## src/rtl/icache_axi_refill_pkg.sv

```systemverilog
// icache_axi_refill_pkg: shared types and AXI constants for the ICache line refill path.
package icache_axi_refill_pkg;
    typedef enum logic [1:0] {IDLE, AR, R, RET} refill_state_t;
    localparam int ICACHE_LINE_WORDS = 8;
    localparam logic [1:0] AXI_BURST_INCR = 2'b01;
    localparam logic [2:0] AXI_SIZE_4B = 3'b010;
    localparam logic [1:0] AXI_RESP_OKAY = 2'b00;
    typedef logic [ICACHE_LINE_WORDS*32-1:0] bus256_t;
    function automatic logic [31:0] line_addr(input logic [31:0] a);
        return {a[31:5], 5'b0};
    endfunction
endpackage

```

## src/rtl/icache_axi_refill_if.sv

```systemverilog
// icache_axi_refill_if: ICache line request/return bus and the AXI read (AR/R) channel bundle.
interface icache_mem_if;
    import icache_axi_refill_pkg::*;
    logic rd_req;
    logic [31:0] rd_addr;
    logic ret_valid;
    bus256_t ret_data;
    logic ret_err;
    logic busy;
    modport master(output rd_req, rd_addr, input ret_valid, ret_data, ret_err, busy);
    modport slave(input rd_req, rd_addr, output ret_valid, ret_data, ret_err, busy);
endinterface

interface axi_rd_if;
    logic arvalid;
    logic arready;
    logic [31:0] araddr;
    logic [7:0] arlen;
    logic [2:0] arsize;
    logic [1:0] arburst;
    logic [3:0] arid;
    logic rvalid;
    logic rready;
    logic [31:0] rdata;
    logic [1:0] rresp;
    logic rlast;
    modport master(output arvalid, araddr, arlen, arsize, arburst, arid, rready,
                   input arready, rvalid, rdata, rresp, rlast);
    modport slave(input arvalid, araddr, arlen, arsize, arburst, arid, rready,
                  output arready, rvalid, rdata, rresp, rlast);
endinterface

```

## src/rtl/icache_axi_refill.sv

```systemverilog
// icache_axi_refill: turns one ICache line request into an 8-beat AXI INCR read and returns the assembled line.
module icache_axi_refill
    import icache_axi_refill_pkg::*;
#(
    parameter int LINE_WORDS = ICACHE_LINE_WORDS,
    parameter logic [3:0] AXI_ID = 4'h0
) (
    input logic clk,
    input logic rst_n,
    icache_mem_if.slave icache,
    axi_rd_if.master axi
);
    localparam logic [2:0] LAST = 3'(LINE_WORDS - 1);

    refill_state_t r_state, w_next;
    logic [31:0] r_araddr;
    logic r_arvalid, r_rready, r_ret_valid, r_err, r_busy;
    bus256_t r_data;
    logic [2:0] r_cnt;
    logic w_ar_hs, w_r_hs, w_end, w_unused;

    assign w_ar_hs = r_arvalid && axi.arready;
    assign w_r_hs = r_rready && axi.rvalid;
    assign w_end = w_r_hs && (axi.rlast || r_cnt == LAST);
    assign w_unused = ^icache.rd_addr[4:0];

    always_comb begin
        w_next = r_state;
        case (r_state)
            IDLE: w_next = icache.rd_req ? AR : IDLE;
            AR: w_next = w_ar_hs ? R : AR;
            R: w_next = w_end ? RET : R;
            default: w_next = IDLE;
        endcase
    end

    // Handshake outputs are decoded from the next state so they are registered yet cycle-exact.
    always_ff @(posedge clk or negedge rst_n) begin
        if (!rst_n) begin
            r_state <= IDLE;
            r_arvalid <= 1'b0;
            r_rready <= 1'b0;
            r_ret_valid <= 1'b0;
            r_busy <= 1'b0;
        end else begin
            r_state <= w_next;
            r_arvalid <= w_next == AR;
            r_rready <= w_next == R;
            r_ret_valid <= w_next == RET;
            r_busy <= w_next != IDLE;
        end
    end

    // A beat is malformed when rlast disagrees with the beat index; errors stay sticky until the next request.
    always_ff @(posedge clk or negedge rst_n) begin
        if (!rst_n) begin
            r_araddr <= '0;
            r_data <= '0;
            r_err <= 1'b0;
            r_cnt <= '0;
        end else begin
            if (r_state == IDLE && icache.rd_req) begin
                r_araddr <= line_addr(icache.rd_addr);
                r_data <= '0;
                r_err <= 1'b0;
                r_cnt <= '0;
            end
            if (w_ar_hs) r_cnt <= '0;
            if (w_r_hs) begin
                r_data[{r_cnt, 5'd0} +: 32] <= axi.rdata;
                r_cnt <= r_cnt + 3'd1;
                if (axi.rresp != AXI_RESP_OKAY || axi.rlast != (r_cnt == LAST)) r_err <= 1'b1;
            end
        end
    end

    assign icache.ret_valid = r_ret_valid;
    assign icache.ret_data = r_data;
    assign icache.ret_err = r_err;
    assign icache.busy = r_busy;
    assign axi.arvalid = r_arvalid;
    assign axi.araddr = r_araddr;
    assign axi.arlen = 8'(LINE_WORDS - 1);
    assign axi.arsize = AXI_SIZE_4B;
    assign axi.arburst = AXI_BURST_INCR;
    assign axi.arid = AXI_ID;
    assign axi.rready = r_rready;
endmodule

```

## src/flat_wrapper.sv

```systemverilog
// flat-port wrapper written by rule: the top's interface ports become plain ports
module icache_axi_refill_flat import icache_axi_refill_pkg::*;
#(
    parameter int LINE_WORDS = ICACHE_LINE_WORDS,
    parameter logic [3:0] AXI_ID = 4'h0
)
  (clk, rst_n, icache_rd_req, icache_rd_addr, icache_ret_valid, icache_ret_data, icache_ret_err, icache_busy, axi_arvalid, axi_araddr, axi_arlen, axi_arsize, axi_arburst, axi_arid, axi_rready, axi_arready, axi_rvalid, axi_rdata, axi_rresp, axi_rlast);
  icache_mem_if icache_i ();
  axi_rd_if axi_i ();
  input logic clk;
  input logic rst_n;
  input wire logic [$bits(icache_i.rd_req)-1:0] icache_rd_req;
  input wire logic [$bits(icache_i.rd_addr)-1:0] icache_rd_addr;
  output wire logic [$bits(icache_i.ret_valid)-1:0] icache_ret_valid;
  output wire logic [$bits(icache_i.ret_data)-1:0] icache_ret_data;
  output wire logic [$bits(icache_i.ret_err)-1:0] icache_ret_err;
  output wire logic [$bits(icache_i.busy)-1:0] icache_busy;
  output wire logic [$bits(axi_i.arvalid)-1:0] axi_arvalid;
  output wire logic [$bits(axi_i.araddr)-1:0] axi_araddr;
  output wire logic [$bits(axi_i.arlen)-1:0] axi_arlen;
  output wire logic [$bits(axi_i.arsize)-1:0] axi_arsize;
  output wire logic [$bits(axi_i.arburst)-1:0] axi_arburst;
  output wire logic [$bits(axi_i.arid)-1:0] axi_arid;
  output wire logic [$bits(axi_i.rready)-1:0] axi_rready;
  input wire logic [$bits(axi_i.arready)-1:0] axi_arready;
  input wire logic [$bits(axi_i.rvalid)-1:0] axi_rvalid;
  input wire logic [$bits(axi_i.rdata)-1:0] axi_rdata;
  input wire logic [$bits(axi_i.rresp)-1:0] axi_rresp;
  input wire logic [$bits(axi_i.rlast)-1:0] axi_rlast;
  assign icache_i.rd_req = icache_rd_req;
  assign icache_i.rd_addr = icache_rd_addr;
  assign icache_ret_valid = icache_i.ret_valid;
  assign icache_ret_data = icache_i.ret_data;
  assign icache_ret_err = icache_i.ret_err;
  assign icache_busy = icache_i.busy;
  assign axi_arvalid = axi_i.arvalid;
  assign axi_araddr = axi_i.araddr;
  assign axi_arlen = axi_i.arlen;
  assign axi_arsize = axi_i.arsize;
  assign axi_arburst = axi_i.arburst;
  assign axi_arid = axi_i.arid;
  assign axi_rready = axi_i.rready;
  assign axi_i.arready = axi_arready;
  assign axi_i.rvalid = axi_rvalid;
  assign axi_i.rdata = axi_rdata;
  assign axi_i.rresp = axi_rresp;
  assign axi_i.rlast = axi_rlast;
  icache_axi_refill #(.LINE_WORDS(LINE_WORDS), .AXI_ID(AXI_ID)) u_core (.clk(clk), .rst_n(rst_n), .icache(icache_i), .axi(axi_i));
endmodule
```

## config.mk

```make
export PLATFORM = sky130hd
export DESIGN_NAME = icache_axi_refill_flat
export DESIGN_NICKNAME = d
export VERILOG_FILES = /design/src/rtl/icache_axi_refill_pkg.sv /design/src/rtl/icache_axi_refill_if.sv /design/src/rtl/icache_axi_refill.sv /design/src/flat_wrapper.sv
export SDC_FILE = /design/constraint.sdc
export NUM_CORES = 1
export LEC_CHECK = 0
export ABC_CLOCK_PERIOD_IN_PS = 3200
export BUFFER_PORTS_ARGS = -buffer_cell sky130_fd_sc_hd__buf_2
export CAP_MARGIN = 20
export CORE_MARGIN = 1.5
export CORE_UTILIZATION = 51
export DETAILED_ROUTE_END_ITERATION = 7
export HOLD_SLACK_MARGIN = 0.06
export PLACE_DENSITY = 0.8
export REMOVE_ABC_BUFFERS = 1
export SKIP_LAST_GASP = 1
export SYNTH_ARGS = -nofsm -noshare
export SYNTH_HDL_FRONTEND = slang
export SYNTH_SLANG_ARGS = --single-unit
```

## constraint.sdc

```tcl
create_clock -name clk -period 3.2 [get_ports clk]
set_clock_uncertainty 0.1 [all_clocks]
set_input_delay 0.64 -clock clk [delete_from_list [all_inputs] [get_ports clk]]
set_output_delay 0.64 -clock clk [all_outputs]
set_load 0.03 [all_outputs]
```

# Word-level counts from Yosys, hierarchy flattened
# Cells that the tools add are included.
# totals
in_bits	72
out_inout_bits	310
ff_bits	293
word_cells	43
# op_classes
reduce_logical	10
addsub	2
shifts	2
eq_ne	7
mux	13
# op_table
operator	n
$mux 256	2
$bwmux 256	1
$shift 32x10->256 const A	1
$shiftx 32x10->256	1
$neg 8->10	1
$mux 3	3
$eq 2x2->1 const B	3
$pmux 2 s3	1
$mux 1	5
$eq 2x1->1 const B	2
$logic_and 1x1->1	4
$reduce_bool 2->1	2
$add 3x1->3 const B	1
$eq 3x3->1 const B	1
$reduce_bool 3->1	1
$logic_not 2->1	1
$logic_or 1x1->1	2
$mux 2	1
$ne 1x1->1	1

# Longest topological paths before layout
# logic_depth
depth_word	6
mapped_depth	8
mapped_depth_nobuf	6

# Worst setup path after synthesis
# OpenSTA, ideal clock, no wires.
# synth_timing
path_kind	reg-to-reg
start	register u_core.r_cnt[0]
end	register u_core.r_data[130], in the netlist u_core.icache.ret_data[130]
setup_time_ns	0.129
stages_incl_launch_ff	9
setup_slack_ns	0.903
arrival_time_ns	2.068
period_less_slack_ns	2.297
path_cell_list	dfrtp_1 > inv_1 > ha_1 > ha_1 > nand4b_1 > or4_1 > buf_2 > buf_4 > mux2i_1
# synth_via
elab_chain_len	4
# synth_lines
item	line	rtl
from (decl)	icache_axi_refill.sv:19	logic [2:0] r_cnt;
from (signal assigned)	icache_axi_refill.sv:71	r_cnt <= r_cnt + 3'd1;
$neg 8->10 (*)	icache_axi_refill.sv:70	r_data[{r_cnt, 5'd0} +: 32] <= axi.rdata;
$shiftx 32x10->256 or $shift 32x10->256 (tied branches)	icache_axi_refill.sv:70	
$bwmux 256 (*)	icache_axi_refill.sv:70	
$mux 256 (*)	icache_axi_refill.sv:69	if (w_r_hs) begin
to (signal, indexed assignment)	icache_axi_refill.sv:70	
to (decl)	icache_axi_refill.sv:18	bus256_t r_data;
# Every way passes the cells marked *; elsewhere a longest branch is shown, timed or not.
# A chain may end at the register's enable or synchronous reset.

# Worst setup path after layout
# layout_timing
start	register u_core.r_cnt[0]
end	register u_core.r_data[0], in the netlist u_core.icache.ret_data[0]
# The elaborated chain is that of the path after synthesis.

==> summary.md <==
| Metric | Value |
|---|---|
| Setup Buffers After CTS | `0` |
| Detailed Routing Iterations Pass 1 | `5` |
| Initial antenna violation count | `0` |
| FF-to-FF End | `u_core.icache.ret_data[0]` |
| Post-Route WL | `31.6 mm` |
| Syn Area/Cell | `11.5 um2` |
| # IOs | `~380` |
| Clk_lat worst skew | `0.54 ns` |
| CP Class | `register to register` |
| Clock Pin Slew Worst Setup and Hold Paths | `0.06 ns` |
| DRC Markers | `0` |
| Combinational power share | `25.2%` |
| GR Util met1 | `33.5%` |
| Worst vdd rail ir drop | `between 600 and 700 uV` |
| Setup TNS | `0 ns` |
| Grt total ovfl | `0` |
| GR Util met2 | `around 42%` |
| Reg power frac | `40.5%` |
| Leakage | `8.70 nW` |
| Antenna Cells | `0` |
| Yosys top cell area share | `60.4%` |
| CP startpoint | `u_core.r_cnt[0]` |
| Clock power frac | `34.3%` |
| Area leader, netlist | `dfrtp_1` |
| Initial core utilization | `between 50% and 60%` |
| Crit. End Element | `register` |
| Critical path arrival | `3.07 ns` |
| Int Power | `7.14 mW` |
| RR Startpoint | `u_core.r_cnt[0]` |
| Max-Cap Viols | `0` |
| Crit Path Max Fanout | `18` |
| Synthesized area | `12100 um2` |
| Post-CTS Resized | `0` |
| PD cells | `707 nW/um2` |
| Pin count of the biggest net entering global routing | `79` |
| Vias in the first global route | `around 9000` |
| Core area | `23400 um2` |
| RSZ-0062 raised after global routing | `false` |
| CP Launch Type | `register` |
| Setup violations, final | `0` |
| Die area | `between 20000 and 25000 um2` |
| WL/cell | `18.1 um` |
| Total Nets Final | `1485` |
| Routing usage on met3 | `5.26%` |
| Critical Path RT | `3.55 ns` |
| Seq/Total Area, Yosys | `about 60%` |
| Reg2reg path depth | `6` |
| Post-synth EDFFs | `0` |
| Die Height | `157 um` |
| Min Tclk post-route | `about 2.7 ns` |
| FILL cells | `1805` |
| R2R Setup Slk | `0.48 ns` |
| Final hold violation count | `0` |
| Hold depth | `3` |
| Top cells by count, synth | `nand2_1, dfrtp_1, mux2i_1` |
| Post-CTS Hold Buffers | `1` |
| Routability cong. | `0.796` |
| Routed vias/inst | `5.09` |
| Most used DFF post-synth | `dfrtp_1` |
| CTS buffer count | `30` |
| Chip Width | `157 um` |
| Post-synthesis sequential element count | `293` |
| FMAX | `368 MHz` |
| Max clock buf depth | `3` |
| Busiest grt layer | `met2` |
| Area Growth Syn to Fin | `26.2%` |
| Most numerous cell in the Yosys netlist | `nand2_1` |
| Non-Filler Instances | `approximately 1700` |
| H-tree levels | `1` |
| Post-DRT Antenna Nets | `0` |
| Mapped Cells | `1058` |
| Buffers on Ports | `354` |
| Top cells by area, synth | `dfrtp_1, mux2i_1, nand2_1` |
| Period utilization | `a little over four fifths` |
| Dpl cells | `1693` |
| Net Sw Power | `3.69 mW` |
| DP Worst Slack | `0.535 ns` |
| Worst slew pin tran | `0.533 ns` |
| CP Capture Point | `u_core.icache.ret_data[0]` |
| Switching share of total power | `between 30% and 40%` |
| Post-synth ARST share | `100%` |
| Synth cell types | `28` |
| Std-Cell Rows | `56` |
| Warnings, synthesis | `0` |
| First-pass GRT wire length | `49.1 mm` |
| Final WS setup | `a little under 0.5 ns` |
| Layout cells sized above 1 | `30.5%` |
| Sink Count | `293` |
| GRT Util Overall | `25.5%` |
| DR iter-0 viols | `501` |
| Status | `completed` |
| Min-delay worst type | `input port to register` |
| Vias after detailed routing | `8905` |
| Fin. max-slew vios | `0` |
| Clk root buf | `clkbuf_16` |
| Final HPWL DP | `21.0 mm` |
| Slew Limit Headroom | `64.2%` |
| CTS tree | `done` |
==> kinds of logic after synthesis <==
family,share of synthesized area [%]
simple gates,12.4
flops,60.4
mux,21.1
buf+inv,5.15
compound gates,0.247
fa+ha+maj,0.618
other cells,0.0619
==> power groups by stage <==
stage	registers (mW)	logic [mW]	clock network, mW
floorplan	5.24	0.933	0
global route	4.44	2.95	3.92
CTS	4.39	2.75	3.77
finish	4.39	2.73	3.71
global placement	4.43	2.68	0
detailed placement	4.43	2.75	0
==> metal layers <==
metal,share of wire [%],vias up
met2,48,354
met1,42,4403
met4,2.7,0
li1,-,4088
met3,6.8,60
met5,0,-
==> sequential cells by signal, summed over array words and instances (netlist names) <==
signal and flops:
u_core.icache.ret_err 1, u_core.icache.busy 1, u_core.r_cnt 3, u_core.r_state 2
u_core.icache.ret_data 256, u_core.icache.ret_valid 1, u_core.axi.araddr 27, u_core.axi.rready 1
u_core.axi.arvalid 1
==> through the flow <==
| stage | hold slack, ns | cell area [um2] | util (%) | total power, mW |
|---|---|---|---|---|
| floorplan | 0.244 | 11700 | - | 6.17 |
| global placement | 0.355 | 14300 | 60.9 | 7.12 |
| detailed placement | 0.357 | 14300 | 60.9 | 7.18 |
| CTS | 0.163 | 15300 | 65.5 | 10.9 |
| global route | 0.177 | 15300 | 65.5 | 11.3 |
| finish | 0.185 | 15300 | 65.5 | 10.8 |
==> placed cells by master, fill, tap and decap left out, types with 2 or more instances in the layout <==
master,count
nor3_1,3
inv_1,37
mux2i_1,256
dfrtp_1,293
or4_2,2
nand3_1,2
clkbuf_1,8
nor2_1,3
buf_12,8
nor2_4,2
ha_1,6
bufinv_16,5
clkbuf_8,5
nand2_1,346
clkbuf_16,31
buf_4,18
clkinv_2,4
buf_2,353
nand2b_1,4
conb_1,22
o21ai_0,5
nand3b_1,2
nand4b_1,2
==> worst min path at each step <==
stage / from / endpoint / slack, ns
after floorplan: rst_n / u_core.axi.araddr[10] / 0.24
after global placement: u_core.axi.araddr[17] / u_core.axi.araddr[17] / 0.36
after detailed placement: u_core.axi.araddr[11] / u_core.axi.araddr[11] / 0.36
after CTS: icache_rd_addr[22] / u_core.axi.araddr[22] / 0.16
after global routing: icache_rd_addr[17] / u_core.axi.araddr[17] / 0.18
final: icache_rd_addr[21] / u_core.axi.araddr[21] / 0.19
==> layout make-up <==
cell class | count | area (um2) | area share (%)
sequential | 293 | 7330 | 47.9
multi-input combinational | 664 | 4310 | 28.1
timing repair buffer | 381 | 2090 | 13.6
clock buffer | 44 | 875 | 5.71
tap | 319 | 399 | 2.61
clock inverter | 10 | 179 | 1.17
inverter | 37 | 139 | 0.907
==> worst max-delay path: stages, from the launching register on <==
cell	delay [ns]
dfrtp_1	0.47
inv_1	0.08
ha_1	0.36
nor4_1	0.52
nand4bb_4	0.51
buf_12	0.37
mux2i_1	0.21
No activity file was read; power rests on OpenSTA's default activity.
